<file path="src/rtl/id_decode_stage.sv">
// id_decode_stage: registered RV32I/RV64I decode stage with valid/ready flow control, flush and event counters
module id_decode_stage #(
    parameter int XLEN     = 32,
    parameter int ENABLE_M = 0,
    parameter int CNT_W    = 16
) (
    input  logic             clk,
    input  logic             rst,
    input  logic             in_valid,
    output logic             in_ready,
    input  logic [31:0]      in_instr,
    input  logic [XLEN-1:0]  in_pc,
    input  logic             id_flush,
    output logic             out_valid,
    input  logic             out_ready,
    output logic [XLEN-1:0]  out_pc,
    output logic [6:0]       opcode,
    output logic [2:0]       func3,
    output logic [6:0]       func7,
    output logic [4:0]       rd,
    output logic [4:0]       rs1,
    output logic [4:0]       rs2,
    output logic [XLEN-1:0]  imm_out,
    output logic [5:0]       fmt,
    output logic             rs1_used,
    output logic             rs2_used,
    output logic             illegal,
    output logic [CNT_W-1:0] decoded_cnt,
    output logic [CNT_W-1:0] flushed_cnt
);
    logic [6:0] op;
    logic [2:0] f3;
    logic [6:0] f7;
    logic s;
    logic is_opimm, is_load, is_jalr, is_s, is_b, is_j, is_u, is_r, is_fence, is_sys;
    logic is_i, known, r_bad, ill, load;
    logic signed [31:0] imm32;
    logic [XLEN-1:0] imm_d;
    logic [5:0] fmt_d;
    logic rs1_d, rs2_d;

    always_comb begin
        op       = in_instr[6:0];
        f3       = in_instr[14:12];
        f7       = in_instr[31:25];
        s        = in_instr[31];
        is_opimm = op == 7'b0010011;
        is_load  = op == 7'b0000011;
        is_jalr  = op == 7'b1100111;
        is_s     = op == 7'b0100011;
        is_b     = op == 7'b1100011;
        is_j     = op == 7'b1101111;
        is_u     = op == 7'b0110111 || op == 7'b0010111;
        is_r     = op == 7'b0110011;
        is_fence = op == 7'b0001111;
        is_sys   = op == 7'b1110011;
        is_i     = is_opimm | is_load | is_jalr;
        known    = is_i | is_s | is_b | is_j | is_u | is_r | is_fence | is_sys;
        r_bad    = is_r && !(f7 == 7'h00 || (f7 == 7'h20 && (f3 == 3'b000 || f3 == 3'b101))
                             || (ENABLE_M != 0 && f7 == 7'h01));
        ill      = in_instr[1:0] != 2'b11 || !known || r_bad;
        imm32    = is_i ? {{20{s}}, in_instr[31:20]} :
                   is_s ? {{20{s}}, in_instr[31:25], in_instr[11:7]} :
                   is_b ? {{19{s}}, s, in_instr[7], in_instr[30:25], in_instr[11:8], 1'b0} :
                   is_j ? {{11{s}}, s, in_instr[19:12], in_instr[20], in_instr[30:21], 1'b0} :
                   is_u ? {in_instr[31:12], 12'b0} : 32'sd0;
        // 32-bit form is sign-extended so U-type also extends on RV64
        imm_d    = ill ? '0 : XLEN'(imm32);
        fmt_d    = ill ? 6'b0 : {is_j, is_u, is_b, is_s, is_i | is_fence | is_sys, is_r};
        rs1_d    = !ill && (is_r | is_i | is_sys | is_s | is_b);
        rs2_d    = !ill && (is_r | is_s | is_b);
        in_ready = !out_valid || out_ready;
        load     = in_valid && in_ready && !id_flush;
    end

    always_ff @(posedge clk or posedge rst) begin
        if (rst) begin
            out_valid   <= 1'b0;
            out_pc      <= '0;
            opcode      <= '0;
            func3       <= '0;
            func7       <= '0;
            rd          <= '0;
            rs1         <= '0;
            rs2         <= '0;
            imm_out     <= '0;
            fmt         <= '0;
            rs1_used    <= 1'b0;
            rs2_used    <= 1'b0;
            illegal     <= 1'b0;
            decoded_cnt <= '0;
            flushed_cnt <= '0;
        end else if (id_flush) begin
            out_valid <= 1'b0;
            if (out_valid) flushed_cnt <= flushed_cnt + 1'b1;
        end else begin
            if (out_valid && out_ready) decoded_cnt <= decoded_cnt + 1'b1;
            if (load) begin
                out_valid <= 1'b1;
                out_pc    <= in_pc;
                opcode    <= op;
                func3     <= f3;
                func7     <= f7;
                rd        <= in_instr[11:7];
                rs1       <= in_instr[19:15];
                rs2       <= in_instr[24:20];
                imm_out   <= imm_d;
                fmt       <= fmt_d;
                rs1_used  <= rs1_d;
                rs2_used  <= rs2_d;
                illegal   <= ill;
            end else if (out_ready) begin
                out_valid <= 1'b0;
            end
        end
    end
endmodule

</file>
<file path="config.mk">
export PLATFORM = sky130hd
export DESIGN_NAME = id_decode_stage
export DESIGN_NICKNAME = d
export VERILOG_FILES = /design/src/rtl/id_decode_stage.sv
export SDC_FILE = /design/constraint.sdc
export NUM_CORES = 1
export LEC_CHECK = 0
export BUFFER_PORTS_ARGS = -buffer_cell sky130_fd_sc_hd__buf_2
export CAP_MARGIN = 20
export CORE_UTILIZATION = 50
export DETAILED_ROUTE_END_ITERATION = 10
export GPL_TIMING_DRIVEN = 0
export PLACE_DENSITY = 0.83
export SYNTH_ARGS = -nofsm -noshare
export SYNTH_HDL_FRONTEND = slang
export SYNTH_SLANG_ARGS = --single-unit
</file>
<file path="constraint.sdc">
create_clock -name clk -period 6.6 [get_ports clk]
set_input_delay 1.98 -clock clk [delete_from_list [all_inputs] [get_ports clk]]
set_output_delay 1.98 -clock clk [all_outputs]
set_load 0.005 [all_outputs]
</file>
After elaboration in Yosys (flattened, before gate mapping). Index checks and enable logic that the tools add are counted.

Add/sub/neg operators: 2. Eq/ne operators: 14. Multiplexer cells: 10. Bitwise operators: 18. Reduce and logical (&&, ||, !) cells: 24.

Operators by type and width (count): $mux W32 (6); $add A16 B1 Y16 const B (2); $eq A7 B6 Y1 const B (4); $eq A7 B7 Y1 const B (4); $or A1 B1 Y1 (17); $eq A7 B5 Y1 const B (2); $eq A7 B2 Y1 const B (1); $eq A7 B4 Y1 const B (1); $logic_and A1 B1 Y1 (7); $logic_not A7 Y1 (1); $logic_or A1 B1 Y1 (6); $mux W6 (1); $reduce_and A2 Y1 (3); $logic_not A1 Y1 (5); $eq A3 B3 Y1 const B (1); $logic_not A3 Y1 (1); $mux W1 (3); $reduce_bool A3 Y1 (1); $ne A2 B2 Y1 const B (1); $not A1 Y1 (1).

Flip-flop bits (word level): 138. Bits of input ports: 69. Output and inout port bits: 139. Logic and storage cells: 83.

Logic depth before layout (Yosys ltp). Gate-level depths: netlist (run 1).

Word-level depth: 15. Gate-level depth with buffers: 8. Gate-level depth less buffers: 5.

Worst setup path after synthesis (run 1). Ideal clock, no wire load.

Path kind: in2out. Start: in out_ready. End: out in_ready. Arrival: 2144 ps. Required time: 4620 ps. Path slack: 2476 ps. Stages: 1. Path through: nand2b_1.

Longest elaborated chain between the ends: 1.

Ends and longest elaborated chain: from (decl) (line 15) `input logic out_ready,`; $logic_or A1 B1 Y1 (line 72) `in_ready = !out_valid || out_ready;`; to (decl) (line 10) `output logic in_ready,`.

Every way passes these cells.

Worst setup path in the final report (run 1). Same ends and word-level chain as after synthesis.

==> results.yml, run 1 <==
grt:
  grt_usage_pct: 27.73
  grt_first_pass_wirelength_um: 26490
  grt_max_degree: 85
  grt_pass1_vias: 5143
  antenna_found_initial: 0
  grt_overflow: 0
floorplanning:
  die_h_um: 111.2
  rows: 39
  die-area_um2: 12370
  die_w_um: 111.2
  core_um2: 11520
  initial_core_util_pct: 51.78
  ios: 208
sta:
  setup_violations: 0
  hold_viol_final: 0
  period_share_pct: 66.96
  relSlewSlack_pct: 60.37
  clock.fmax_mhz: 226.3
  period_minus_slack_ns: 4.419
  slew_violations: 0
  setup_ws_ns: 2.181
  rsz0062_at_grt: "false"
  worst_slew_pin_slew_ns: 0.5944
  clock_skew_ns: 0.006815
setup_path:
  crit_buf_inv: 2
  critPathSlowestCell: "nand2b_1"
  slowest_delay_ns: 0.19
  end_kind: "primary output"
  cp_common_cell: "buf_2"
  worstSetupPathType: "input port to primary output"
  startpoint_type: "input port"
  r2r-end: "out_pc[23]"
  cpLargestDelayFamily: "buffers and inverters"
  rrSetupSlack_ns: 4.45
  cp.arrival_ns: 2.44
  r2r_cells: 6
  required_ns: 4.62
  cp_max_fo: 4
  rr_startpoint: "out_valid"
  path_cells: "buf_2 > nand2b_1 > buf_2"
cells_and_area:
  stdcell_count: 1006
  fin_area_um2: 7854
  drive_gt1_share_pct: 30.48
  area_growth_pct: 31.70
  diodes: 0
  nets: 921
cts:
  clock-sinks: 138
  clk_latency_ns: 0.41
  hold_buffers: 0
  cts_buffer_depth: 2
  cts_tree: "done"
  clkTransAtPathRegs_ns: 0.06
  cts_buffers: 17
  cts_resized: 0
  cts_setup_buffers: 0
  htree_levels: 4
  cts_root_buf: "clkbuf_16"
route:
  drc: 34
  drtIter0Drc: 386
  routed_wl_um: 16440
  routedWlPerCell_um: 16.34
  viasPerCell: 5.256
  num_vias: 5288
  highest_layer: "met4"
  ant_nets: 0
  drt_first_pass_iters: 9
  wl_met1_um: 6885
  wl_met2_um: 7940
  wl_met3_um: 1081
synth:
  yosysSeqAreaShare_pct: 57.91
  netlist_instances: 625
  syn_area_per_cell_um2: 9.541
  async_flop_share_pct: 100.0
  synth_compound_area_share_pct: 9.841
  ys.flop_type: "dfrtp_1"
  synth_area_um2: 5963
  netlist-cell-type-count: 46
  synth_edf_count: 0
  syn_nets: 696
  synth-simple-area-share_pct: 24.07
  synthXorXnorAreaFrac_pct: 4.553
  yosys_warnings: 0
  synth_top_family_by_area: "simple AND/OR/NAND/NOR gates"
  synth_mux_area_share_pct: 0.1888
  yosys.area_share.adder_pct: 0.4196
  synth_seq_cells: 138
placement:
  numPortBuffers: 205
  hpwl_um: 11750
  pre_cts_ws_ns: 2.174
  gp_congestion: 0.8328
  placed_area_um2: 7201
  place_inst: 974
power:
  vdd_drop_max_mv: 0.1423
  power_density_nw_per_um2: 298.0
  p_leak_uw: 0.004221
status:
  status: "finished, violations left"
  violations: "DRC"
hold_path:
  hp-class: "flop to flop"
  hold_path_end: "decoded_cnt[15]"
  hold_path_depth: 1
  hp-start: "decoded_cnt[15]"
job:
  maxCapViolCount: 0
stage by stage:
stage	hold slack (ns)	power, µW	setup TNS [ns]	utilization [%]
2_1_floorplan	0.4647	1146	0	-
3_3_place_gp	0.4522	1295	-76.87	62.24
3_5_place_dp	0.4571	1310	0	62.53
4_1_cts	0.4691	2357	0	68.20
5_1_grt	0.4868	2445	0	68.20
6_report	0.4678	2340	0	68.20
logic make-up after synthesis:
kind of cell	after synthesis
xor+xnor	31
flops	138
compound gates	88
fa+ha+maj	2
simple gates	328
mux	1
buf+inv	37
sequential cells by signal, indices dropped and copies added (netlist names):
signal       count
illegal          1
out_pc          32
rs2_used         1
rs1              5
opcode           7
rd               5
rs1_used         1
decoded_cnt     16
rs2              5
out_valid        1
fmt              6
func3            3
func7            7
flushed_cnt     16
imm_out         32
power breakdown:
group / internal (µW) / leakage [µW] / total [µW] / switching (µW)
registers: 932 / 0.00181 / 999 / 66.2
clock network: 691 / 0.000313 / 1040 / 353
logic: 133 / 0.00210 / 298 / 164
total: 1760 / 0.00422 / 2340 / 584
worst max-delay path by stage:
stage / cells past startpoint / end / slack, ns / from
CTS: 3 / in_ready / 2.17 / out_ready
detailed placement: 3 / in_ready / 2.17 / out_ready
global placement: 2 / rs1[1] / -0.56 / rst
finish: 3 / in_ready / 2.18 / out_ready
global route: 3 / in_ready / 2.15 / out_ready
floorplan: 1 / decoded_cnt[0] / 0.92 / rst
cell usage after synthesis (2+ instances only):
cell type / n / share of area (%)
a21boi_0: 8 / 1.0
a21o_1: 2 / 0.25
a21oi_1: 5 / 0.42
a22o_1: 9 / 1.3
a22oi_1: 6 / 0.76
a32oi_1: 2 / 0.29
and2_1: 5 / 0.52
and3_1: 4 / 0.42
and4_1: 2 / 0.29
buf_2: 6 / 0.50
buf_4: 3 / 0.38
buf_6: 3 / 0.57
clkbuf_1: 19 / 1.2
dfrtp_1: 138 / 58
ha_1: 2 / 0.42
inv_1: 5 / 0.31
nand2_1: 243 / 15
nand2b_1: 7 / 0.73
nand3_1: 10 / 0.84
nand4_1: 10 / 1.0
nor2_1: 20 / 1.3
nor2b_1: 2 / 0.21
nor3_1: 7 / 0.59
nor3_2: 9 / 1.5
nor4_1: 2 / 0.21
o21a_1: 12 / 1.5
o21ai_0: 12 / 1.0
o21ai_1: 24 / 2.0
or3_1: 2 / 0.21
xnor2_1: 21 / 3.1
xor2_1: 10 / 1.5
cells in the final DEF, fill, tap and decap left out, types with 3 or more instances in the layout:
cell type	netlist	final
dfrtp_1	138	138
buf_4	3	3
nand4_1	10	10
xnor2_1	21	21
buf_2	6	211
nand2b_1	7	7
o21ai_1	24	24
and3_1	4	4
xor2_1	10	10
and2_1	5	5
buf_6	3	3
a22o_1	9	9
inv_1	5	4
o21ai_0	12	12
nand3_1	10	10
bufinv_16	0	5
nand2_1	243	243
nor3_1	7	7
clkbuf_1	19	21
a22oi_1	6	6
nor2_1	20	20
nor3_2	9	9
o21a_1	12	12
a21oi_1	5	5
a21boi_0	8	8
clkbuf_16	0	17
worst register-to-register path, cell delays in order (launching register included):
cell	delay [ns]
dfrtp_1	0.44
nand2b_1	0.15
nand2_1	0.37
clkbuf_1	0.47
clkbuf_1	0.45
nand2_1	0.12
nand2_1	0.08
layout make-up:
cell class | count | area, µm²
multi-input combinational | 450 | 2330
timing repair buffer | 206 | 1054
sequential | 138 | 3453
inverter | 5 | 23.77
tap | 143 | 178.9
fill | 919 | 3662
buffer | 32 | 161.4
clock inverter | 11 | 192.7
clock buffer | 21 | 460.4
layer usage:
layer,vias up,GRT usage (%)
met4,0,11.62
met1,2523,35.00
li1,2506,-
met3,37,7.436
met5,-,0
met2,222,45.17
No activity file was read; power rests on OpenSTA's default activity.
==> inputs of run 2 (changes only) <==
- CORE_UTILIZATION: 50 -> 45
- PLACE_DENSITY: 0.83 -> 0.79
- clock period: 6.6 -> 3.94 ns (I/O delays scaled with it)
==> run 2 against run 1 <==
  * The run now ends clean
  * Critical path depth stayed put
  * Final cell count is 3.1% higher
  * First-iteration DRC count is 15% lower
  * Worst hold slack worse by 0.0024 ns
  * Clock-buffer cell count is 1 lower
  * Worst setup slack worse by 1.1 ns
  * Non-clock buffer count is 2 higher
  * Total power is 78% higher
  * Via count is 0.87% lower
  * Final area is 2.1% higher
  * Clock skew hardly changed
  * Combinational power is 69% higher
==> results.yml, run 2 (synthesis results as in run 1) <==
status:
  status: "finished clean"
sta:
  tns_ns: 0
  hold_viol_final: 0
  clock.fmax_mhz: 352.0
  rsz0062_at_grt: "false"
  slew_violations: 0
  relSlewSlack_pct: 54.97
  worst_slew_pin_slew_ns: 0.6755
  clock_skew_ns: 0.006380
  holdWs_ns: 0.4654
  period_minus_slack_ns: 2.841
  period_share_pct: 72.11
  setup_violations: 0
setup_path:
  end_kind: "primary output"
  required_ns: 2.76
  worstSetupPathType: "input port to primary output"
  cp.arrival_ns: 1.66
  cp_max_fo: 4
  startpoint_type: "input port"
  r2r_cells: 6
cts:
  cts_buffer_depth: 2
  htree_levels: 4
  cts_buffers: 17
  cts_resized: 0
  clkTransAtPathRegs_ns: 0.05
  cts_tree: "done"
  cts_setup_buffers: 0
  clock-sinks: 138
  clk_latency_ns: 0.42
  hold_buffers: 0
  cts_root_buf: "clkbuf_16"
route:
  drt_first_pass_iters: 6
  viasPerCell: 5.055
  num_vias: 5242
  drtIter0Drc: 330
  routedWlPerCell_um: 15.99
  ant_nets: 0
  drc: 0
  routed_wl_um: 16590
power:
  vdd_drop_max_mv: 0.2798
  power.net_switching_uw: 977.2
  pwr-share-clk_pct: 47.9
  p_int_uw: 3200
  p_comb_share_pct: 12.1
  p_leak_uw: 0.004275
  switching_share_pct: 23.39
  seq_power_share_pct: 40.0
  power_density_nw_per_um2: 521.2
  power_uw: 4177
floorplanning:
  initial_core_util_pct: 46.68
  rows: 41
  die-area_um2: 13720
  ios: 208
  die_w_um: 117.1
  die_h_um: 117.1
  core_um2: 12770
cells_and_area:
  final_common_cell: "nand2_1"
  largestRegisters: "imm_out (32), out_pc (32)"
  nets: 923
  drive_gt1_share_pct: 30.75
  diodes: 0
  final_cell_mix: "243 x nand2_1, 211 x buf_2, 138 x dfrtp_1, 24 x o21ai_1, 21 x xnor2_1"
  area_growth_pct: 34.41
placement:
  numPortBuffers: 205
  gp_congestion: 0.8595
  hpwl_um: 11990
grt:
  grt_first_pass_wirelength_um: 24450
  grt_overflow: 0
  grt_pass1_vias: 4622
  antenna_found_initial: 0
  grt_usage_pct: 24.48
  grt_max_degree: 44
job:
  maxCapViolCount: 0
hold_path:
  hold_path_depth: 2
  hp-class: "flop to flop"
run 2: layout make-up:
cell class	count	area, µm²
clock inverter	12	290.3
clock buffer	20	456.7
fill	1067	4758
multi-input combinational	450	2330
tap	172	215.2
inverter	5	22.52
timing repair buffer	208	1086
sequential	138	3453
buffer	32	161.4
run 2: path summary, 6_finish.rpt:
| path | start | slack [ns] | endpoint |
|---|---|---|---|
| worst min-delay path | out_pc[5] | 0.47 | out_pc[5] |
| worst max-delay path | out_ready | 1.10 | in_ready |
| worst min register to register | out_pc[5] | 0.47 | out_pc[5] |
| max in group asynchronous | rst | 2.64 | flushed_cnt[10] |
| min in group asynchronous | rst | 0.77 | out_pc[28] |
| worst max register to register | out_valid | 1.76 | out_pc[22] |
run 2: power groups by stage:
stage / combinational [µW] / sequential, µW / clock (µW)
2_1_floorplan: 222 / 1700 / 0
3_3_place_gp: 489 / 1690 / 0
3_5_place_dp: 507 / 1690 / 0
4_1_cts: 511 / 1670 / 2030
5_1_grt: 567 / 1690 / 2100
6_report: 505 / 1670 / 2000
run 2: metal layers:
| layer | wire length [µm] | GRT usage, % | up-vias | share of wire, % |
|---|---|---|---|---|
| li1 | - | - | 2513 | - |
| met4 | 478 | 13.92 | 0 | 2.9 |
| met1 | 7166 | 30.89 | 2497 | 43 |
| met5 | 0 | 0 | - | 0 |
| met3 | 885 | 5.561 | 29 | 5.3 |
| met2 | 8055 | 39.01 | 203 | 49 |
run 2: critical path, cell delays in order:
cell	delay, ns
buf_2	0.11
nand2b_1	0.20
buf_2	0.16
run 2: through the flow:
| step | instance area, µm² | setup slack (ns) | util, % | cells |
|---|---|---|---|---|
| 6_report | 8015 | 1.099 | 62.75 | 1037 |
| 2_1_floorplan | 5967 | 1.037 | - | 625 |
| 4_1_cts | 8015 | 1.096 | 62.75 | 1037 |
| 3_5_place_dp | 7268 | 0.8641 | 56.90 | 1005 |
| 3_3_place_gp | 7208 | 0.1401 | 56.43 | 1002 |
| 5_1_grt | 8015 | 1.081 | 62.75 | 1037 |
==> inputs of run 3 (changes only) <==
- ABC_AREA: unset -> 1
- CORE_UTILIZATION: 45 -> 46
- PLACE_DENSITY: 0.79 -> 0.8
- clock period: 3.94 -> 2.36 ns (I/O delays scaled with it)
==> run 3 against run 2 <==
  * Sequential share of layout area hardly changed
  * Die area is 0.40% higher
  * Clock power is 27% higher
  * Worst hold slack worse by 0.070 ns
  * Clock-buffer cell count is 1 lower
==> results.yml, run 3 <==
synth:
  synth_most_common_cell: "nand2_1"
  async_flop_share_pct: 100.0
  synth_edf_count: 0
  ys.flop_type: "dfrtp_1"
  syn_nets: 816
  syn_area_per_cell_um2: 8.216
  yosysSeqAreaShare_pct: 56.42
  netlist-cell-type-count: 29
  synth_seq_cells: 138
  synth.area.top_cells: "dfrtp_1 56%, nand2_1 24%, nand3_1 2.7%"
  yosys_warnings: 0
  yosysTopAreaCellShare_pct: 56.42
  synth_area_leader_cell: "dfrtp_1"
  synth_commonest_cells: "387 x nand2_1, 138 x dfrtp_1, 33 x nand3_1, 32 x inv_1, 31 x nor2_1"
  netlist_instances: 745
  synth_area_um2: 6121
sta:
  slew_violations: 0
  period_share_pct: 84.27
  worst_slew_pin_slew_ns: 0.6956
  rsz0062_at_grt: "false"
  clock.fmax_mhz: 502.8
  relSlewSlack_pct: 53.53
  setup_ws_ns: 0.3713
  period_minus_slack_ns: 1.989
  setup_violations: 0
  tns_ns: 0
  clock_skew_ns: 0.006182
  hold_viol_final: 0
power:
  vdd_drop_max_mv: 0.4943
  power_uw: 6226
  power_density_nw_per_um2: 777.6
  p_leak_uw: 0.004771
setup_path:
  rr_startpoint: "out_valid"
  rrSetupSlack_ns: 0.53
  startpoint_type: "flop"
  cp_max_fo: 5
  required_ns: 1.65
  critPathSlowestCell: "dfrtp_1"
  slowest_delay_ns: 0.44
  cp.arrival_ns: 1.28
  end_kind: "primary output"
  worstSetupPathType: "flop to primary output"
  r2r_cells: 7
  r2r-end: "fmt[3]"
  path_cells: "inv_1 > nor2_1 > inv_1 > buf_2"
  cp_common_cell: "inv_1"
grt:
  grt_first_pass_wirelength_um: 27510
  grt_max_degree: 42
  grt_usage_pct: 25.63
  antenna_found_initial: 0
  grt_overflow: 0
  grt_pass1_vias: 5668
placement:
  pre_cts_ws_ns: 0.1419
  numPortBuffers: 207
  place_inst: 1127
  gp_congestion: 0.9385
  hpwl_um: 12530
cts:
  clock-sinks: 138
  clk_latency_ns: 0.41
  cts_root_buf: "clkbuf_16"
  cts_buffers: 17
  cts_buffer_depth: 2
  clkTransAtPathRegs_ns: 0.06
  htree_levels: 4
  hold_buffers: 0
  cts_tree: "done"
  cts_setup_buffers: 0
  cts_resized: 0
job:
  maxCapViolCount: 0
cells_and_area:
  nets: 1045
  final_common_cell: "nand2_1"
  drive_gt1_share_pct: 28.98
  final_cell_mix: "387 x nand2_1, 224 x buf_2, 138 x dfrtp_1, 33 x nand3_1"
  multi_input_area_um2: 2399
  seqCellArea_um2: 3453
  diodes: 0
  largestRegisters: "imm_out (32), out_pc (32)"
  nFillCells: 1111
  area_growth_pct: 30.81
  stdcell_count: 1159
route:
  routed_wl_um: 16840
  highest_layer: "met4"
  wl_met3_um: 1290
  viasPerCell: 4.934
  routedWlPerCell_um: 14.53
  wl_met2_um: 8013
  drt_first_pass_iters: 6
  num_vias: 5719
  ant_nets: 0
  wl_met1_um: 7133
  drc: 0
  drtIter0Drc: 407
floorplanning:
  core_um2: 12770
  die_w_um: 117.4
  die-area_um2: 13770
  ios: 208
  initial_core_util_pct: 47.92
  rows: 41
  die_h_um: 117.4
status:
  status: "finished clean"
hold_path:
  hp-class: "input port to async pin"
## run 3: kinds of logic after synthesis
| family | count (synthesis) | share of synthesized area (%) |
|---|---|---|
| simple gates | 481 | 32.05 |
| flops | 138 | 56.42 |
| buf+inv | 65 | 4.395 |
| xor+xnor | 25 | 3.577 |
| compound gates | 33 | 2.964 |
| mux | 1 | 0.1840 |
| fa+ha+maj | 2 | 0.4088 |
## run 3: how the worst max path moves through the flow
stage / end / start / depth (start not counted) / slack (ns)
after global placement: imm_out[29] / rst / 2 / -0.93
after floorplan: decoded_cnt[0] / rst / 1 / -0.07
after global routing: in_ready / out_valid / 4 / 0.26
after detailed placement: imm_out[18] / in_instr[2] / 10 / 0.14
after CTS: in_ready / out_valid / 4 / 0.34
final: in_ready / out_valid / 4 / 0.37
## run 3: routing by layer
metal / global-route usage (%) / up-vias
li1: - / 2772
met1: 31.65 / 2641
met2: 42.23 / 264
met3: 7.393 / 42
met4: 10.15 / 0
met5: 0 / -
## run 3: final cells by class
cell class	instances	share of cell area (%)
clock buffer	19	5.532
multi-input combinational	542	29.96
inverter	37	1.782
timing repair buffer	210	13.69
sequential	138	43.13
tap	172	2.688
clock inverter	13	1.594
buffer	28	1.625
## run 3: worst max-delay path, delay by kind of cell (launching register included)
family / cells / cell delay, ns
buffers and inverters: 3 / 0.26
AND/OR/NAND/NOR: 1 / 0.15
flip-flops: 1 / 0.44
## run 3: power breakdown
part / internal [µW] / switching (µW) / leakage, µW
Sequential: 2630 / 188 / 0.00178
Clock: 1570 / 971 / 0.000282
Combinational: 390 / 482 / 0.00271
## run 3: metrics by stage
stage	area (µm²)	util (%)	hold slack [ns]
4_1_cts	8006	62.68	0.4026
5_1_grt	8006	62.68	0.4472
2_1_floorplan	6125	-	0.4654
3_3_place_gp	7376	57.74	0.4486
3_5_place_dp	7436	58.21	0.4538
6_report	8006	62.68	0.3957
